===== config.mk =====
export PLATFORM = sky130hd
export DESIGN_NAME = mult4u_rr_sched
export DESIGN_NICKNAME = d
export VERILOG_FILES = /design/src/rtl/mult4u_rr_sched.sv
export SDC_FILE = /design/constraint.sdc
export NUM_CORES = 1
export LEC_CHECK = 0
export ABC_AREA = 1
export CAP_MARGIN = 30
export CORE_MARGIN = 1
export CORE_UTILIZATION = 53
export CTS_BUF_LIST = sky130_fd_sc_hd__clkbuf_4
export DETAILED_ROUTE_END_ITERATION = 16
export PLACE_DENSITY = 0.88
export SLEW_MARGIN = 20
export SYNTH_ARGS = -nofsm -noshare
export SYNTH_HDL_FRONTEND = slang
export SYNTH_SLANG_ARGS = --single-unit

===== constraint.sdc =====
create_clock -name clk -period 5.2 [get_ports clk]
set_input_delay 1.56 -clock clk [delete_from_list [all_inputs] [get_ports clk]]
set_output_delay 1.56 -clock clk [all_outputs]
set_load 0.02 [all_outputs]

===== src/rtl/mult4u_rr_sched.sv =====
// mult4u_rr_sched
//   Shares one combinational unsigned 4x4 multiplier among NREQ requesters.
//   Each job is computed twice: once as A*B and once with the operands
//   swapped (B*A). If the two products differ, the job is re-run up to
//   MAX_RETRY times. If they still differ, the result is flagged with rsp_err.
//
// Ports
//   clk, rst_n          clock (rising edge), async active-low reset
//   req_valid[NREQ]     per-requester job valid
//   req_a/req_b         packed 4-bit operands, lane i at [4i+3:4i]
//   req_ready[NREQ]     one-hot round-robin grant (IDLE only)
//   mul_a/mul_b/mul_p   shared multiplier operands / product
//   rsp_*               result handshake: id, product, error flag
//   err_cnt             saturating count of mismatching second passes
module mult4u_rr_sched #(
    parameter int NREQ      = 4,
    parameter int MAX_RETRY = 2,
    localparam int ID_W     = $clog2(NREQ)
) (
    input  logic                 clk,
    input  logic                 rst_n,
    input  logic [NREQ-1:0]      req_valid,
    input  logic [4*NREQ-1:0]    req_a,
    input  logic [4*NREQ-1:0]    req_b,
    output logic [NREQ-1:0]      req_ready,
    output logic [3:0]           mul_a,
    output logic [3:0]           mul_b,
    input  logic [7:0]           mul_p,
    output logic                 rsp_valid,
    input  logic                 rsp_ready,
    output logic [ID_W-1:0]      rsp_id,
    output logic [7:0]           rsp_p,
    output logic                 rsp_err,
    output logic [7:0]           err_cnt
);

    typedef enum logic [1:0] {
        S_IDLE,
        S_PASS1,
        S_PASS2,
        S_RESP
    } state_t;

    state_t               state, state_nxt;
    logic [ID_W-1:0]      ptr;
    logic [ID_W-1:0]      id_q;
    logic [3:0]           a_q, b_q;
    logic [7:0]           p1_q;
    logic [2:0]           retry_q;
    logic [7:0]           rsp_p_q;
    logic                 rsp_err_q;
    logic [7:0]           err_cnt_q;

    logic [NREQ-1:0][3:0] a_lanes, b_lanes;
    logic                 gnt_any;
    logic [ID_W-1:0]      gnt_idx;
    logic [ID_W-1:0]      idx;
    logic                 mismatch;
    logic                 can_retry;

    assign a_lanes = req_a;
    assign b_lanes = req_b;

    // Round-robin search starting one past the last grant. NREQ is a power
    // of two, so the ID_W-bit sum wraps modulo NREQ on its own; k == NREQ
    // lands back on ptr itself, giving it the lowest priority.
    always_comb begin
        gnt_any = 1'b0;
        gnt_idx = '0;
        idx     = '0;
        for (int k = 1; k <= NREQ; k++) begin
            idx = ptr + ID_W'(k);
            if (!gnt_any && req_valid[idx]) begin
                gnt_any = 1'b1;
                gnt_idx = idx;
            end
        end
    end

    always_comb begin
        req_ready = '0;
        if (state == S_IDLE && gnt_any)
            req_ready[gnt_idx] = 1'b1;
    end

    // The second pass uses swapped operands, so a fault that depends on
    // operand order is seen as a mismatch.
    always_comb begin
        mul_a = 4'd0;
        mul_b = 4'd0;
        case (state)
            S_PASS1: begin mul_a = a_q; mul_b = b_q; end
            S_PASS2: begin mul_a = b_q; mul_b = a_q; end
            default: ;
        endcase
    end

    assign mismatch  = (state == S_PASS2) && (mul_p != p1_q);
    assign can_retry = retry_q < 3'(MAX_RETRY);

    always_comb begin
        state_nxt = state;
        case (state)
            S_IDLE:  if (gnt_any) state_nxt = S_PASS1;
            S_PASS1: state_nxt = S_PASS2;
            S_PASS2: state_nxt = (mismatch && can_retry) ? S_PASS1 : S_RESP;
            S_RESP:  if (rsp_ready) state_nxt = S_IDLE;
            default: state_nxt = S_IDLE;
        endcase
    end

    always_ff @(posedge clk or negedge rst_n) begin
        if (!rst_n) begin
            state     <= S_IDLE;
            ptr       <= ID_W'(NREQ - 1);
            id_q      <= '0;
            a_q       <= 4'd0;
            b_q       <= 4'd0;
            p1_q      <= 8'd0;
            retry_q   <= 3'd0;
            rsp_p_q   <= 8'd0;
            rsp_err_q <= 1'b0;
            err_cnt_q <= 8'd0;
        end else begin
            state <= state_nxt;
            case (state)
                S_IDLE: begin
                    if (gnt_any) begin
                        a_q     <= a_lanes[gnt_idx];
                        b_q     <= b_lanes[gnt_idx];
                        id_q    <= gnt_idx;
                        ptr     <= gnt_idx;
                        retry_q <= 3'd0;
                    end
                end
                S_PASS1: p1_q <= mul_p;
                S_PASS2: begin
                    if (mismatch) begin
                        if (err_cnt_q != 8'hFF)
                            err_cnt_q <= err_cnt_q + 8'd1;
                        if (can_retry) begin
                            retry_q <= retry_q + 3'd1;
                        end else begin
                            rsp_p_q   <= p1_q;
                            rsp_err_q <= 1'b1;
                        end
                    end else begin
                        rsp_p_q   <= p1_q;
                        rsp_err_q <= 1'b0;
                    end
                end
                default: ;
            endcase
        end
    end

    assign rsp_valid = (state == S_RESP);
    assign rsp_id    = id_q;
    assign rsp_p     = rsp_p_q;
    assign rsp_err   = rsp_err_q;
    assign err_cnt   = err_cnt_q;

endmodule

==> summary.md <==
| Metric | Value |
|---|---|
| Largest net degree at the start of global routing | 43 |
| Post-synth EDFFs | 0 |
| Routability Congestion | 0.880 |
| Main area contributors after synthesis | dfrtp_1 37%, nand2_1 15%, nand3_1 5.6% |
| Starting Density | 56.1% |
| Flop2flop setup slack | 2.82 ns |
| TritonCTS buffer count | 5 |
| Hpwl dp | 4.65 mm |
| Critical Path End Type | output pin |
| Hold depth | 2 |
| Cell Rows | 25 |
| Mapped Cells | 342 |
| Pwr/cell area | 665 nW/um^2 |
| Sequential element share of the synthesized area | 39.0% |
| Filler cells | 393 |
| Post-Route WL | 6.05 mm |
| Crit path max fanout | 5 |
| Distinct cells, synth | 35 |
| Fmax achieved | 207 MHz |
| Status | finished, final reports clean |
| CTS tree | yes |
| Final hold slack | 0.515 ns |
| Mapped Area | 2700 sq um |
| Area share of the largest cell type after synthesis | 37.0% |
| Worst-skew pair later-pin latency | 0.35 ns |
| RSZ-0062 raised after global routing | no |
| CTS clk-pin slew, worst paths | 0.13 ns |
| Clk sinks | 42 |
| MaxCap Viol Count | 0 |
| Synth area leader | dfrtp_1 |
| Setup TNS | 0 ns |
| Total Routing Usage GR | 23.9% |
| Worst vdd ir | 0.700 mV |
| Final Max Slew Viols | 0 |
| Slew HR | 53.0% |
| Post-synth top flop | dfrtp_1 |
| Post-route ant nets | 0 |
| HP Start | rsp_id[0] |
| Via-to-Cell Ratio | 5.01 |
| Arr. time, crit path | 3.28 ns |
| Leak | 1.74 nW |
| Worst hold-check path type | flip-flop to flip-flop |
| # diodes | 0 |
| Initial DRC Count | 123 |
| Min cycle time layout | 4.84 ns |
| Post-CTS setup buffers | 0 |
| Initial antenna violation count | 0 |
| Crit path required time | 3.64 ns |
| Worst r2r dst | retry_q[2] |
| Final setup fails | 0 |
| First-pass GRT wire length | 10.0 mm |
| Synth Warn # | 0 |
| Final hold vios | 0 |
| Area delta synth->final | 33.5% |
| Clock buffer depth | 2 |
| Layout net count | 477 |
| Crit Path Category | input port to output pin |
| Tcrit/Tclk final | 93.1% |
| CTS Hold Buffers Added | 0 |
| Yosys reg bits | 42 |
| Post-synth ARST share | 100% |
| Die X | 73.4 um |
| Post-route DRC | 0 |
| Die Span Y | 73.4 um |
| Core Region | 4820 sq um |
| Post-Syn Nets | 395 |
| Total I/O pin count | 79 |
| Clock Skew | 0.00879 ns |
| Drt pass-1 iters | 4 |
| Commonest non-fill, non-tap cells in the layout | 107 x nand2_1, 73 x clkdlybuf4s50_1, 40 x dfrtp_1 |
| Full die area | 5390 sq um |
| Routed WL per cell | 12.3 um |
| Vias | 2466 |
| Reg2Reg Depth | 7 |
| Port buffer count | 78 |
| Root buffer cell | clkbuf_4 |
| Multi-input logic area | 1410 sq um |
| Crit path launch type | input port |
| Mean Syn Cell Area | 7.91 sq um |
| Worst reg2reg startpoint | state[0] |
| Layout cells sized above 1 | 12.0% |
| Sequential Area | 1050 sq um |
| Most common cell after layout, fill and taps aside | nand2_1 |
| H-tree levels | 2 |
| Vias in the first global route | 2421 |
| Slew @ Worst Pin | 0.705 ns |
| Gr ovfl total | 0 |
| Hold EP | rsp_id[0] |
[cell type report]
| type | instances | area share, % |
|---|---|---|
| sequential | 42 | 29.2 |
| inverter | 41 | 4.47 |
| clock inverter | 3 | 0.451 |
| clock buffer | 5 | 1.04 |
| timing repair buffer | 85 | 23.6 |
| multi-input combinational | 249 | 39.0 |
| tap | 67 | 2.32 |
[per-layer routing]
metal,up-vias,routed length (um),track usage (%)
met2,87,2990,41.7
met4,0,107,8.55
met5,-,0,0
met1,1111,2550,27.7
met3,12,395,7.13
li1,1256,-,-
[worst max path at each step]
stage / from / endpoint / cells past startpoint
2_1_floorplan: req_valid[3] / req_ready[3] / 10
3_3_place_gp: req_valid[2] / req_ready[1] / 12
3_5_place_dp: req_valid[2] / req_ready[2] / 11
4_1_cts: req_valid[2] / req_ready[2] / 11
5_1_grt: req_valid[2] / req_ready[2] / 11
6_report: req_valid[2] / req_ready[2] / 11
[state kept, by name (all words and copies together) (netlist names)]
register,count
err_cnt,8
p1_q,8
rsp_p,8
a_q,4
b_q,4
retry_q,3
ptr,2
rsp_id,2
state,2
rsp_err,1
[cell families after synthesis]
logic type	share of synthesized area (%)
DFF	39.0
muxes	0.833
buffers and inverters	9.02
and+or+nand+nor	32.9
xor gates and xnor gates	5.18
AOI/OAI and AO/OA	10.3
adders and majority gates	2.78
[per-stage QoR]
stage / std cells / area (sq um) / total power, mW / setup WS, ns / util (%)
6_report: 492 / 3610 / 2.40 / 0.361 / 74.9
5_1_grt: 492 / 3610 / 2.60 / 0.270 / 74.9
4_1_cts: 491 / 3580 / 2.41 / 0.0212 / 74.3
3_5_place_dp: 483 / 3530 / 2.25 / 0.0347 / 73.2
3_3_place_gp: 483 / 3530 / 2.19 / 0.0697 / 73.2
2_1_floorplan: 342 / 2700 / 1.81 / 0.892 / -
[worst max-delay path, stage by stage]
cell and delay (ns):
clkdlybuf4s50_1 0.46, nand2_4 0.10, nand2_2 0.07, nand2_1 0.06
nand2_1 0.13, nor2_8 0.17, nand3_1 0.13, nand3_4 0.12
inv_4 0.06, nor3_2 0.15, dlymetal6s2s_1 0.25
[Yosys cell counts (2+ instances only)]
cell      instances
o21ai_0          16
nand2_4           2
nand3_4           3
inv_1            36
a21oi_1          17
nand2_1         107
dfstp_2           2
xor2_1            5
nand2_2           6
nand4_1           3
nor3_2            3
clkbuf_1          4
buf_6             4
nor3_1            3
nor2_1           18
nand3_1          30
dfrtp_1          40
xnor2_1          11
inv_2             3
nor2_8            2
o211ai_2          7
ha_1              6
mux2_2            2
[power breakdown]
part	switching (mW)	total (mW)	internal (mW)
Clock	0.108	0.158	0.0504
Combinational	0.987	1.63	0.645
Sequential	0.127	0.611	0.484
Total	1.22	2.40	1.18
[timing repair]
item	in CTS	in global routing
endpoints found under the hold margin	0	0
resized for setup	0	4
endpoints found under the setup margin	0	4
(Power assumes the default switching activity.)
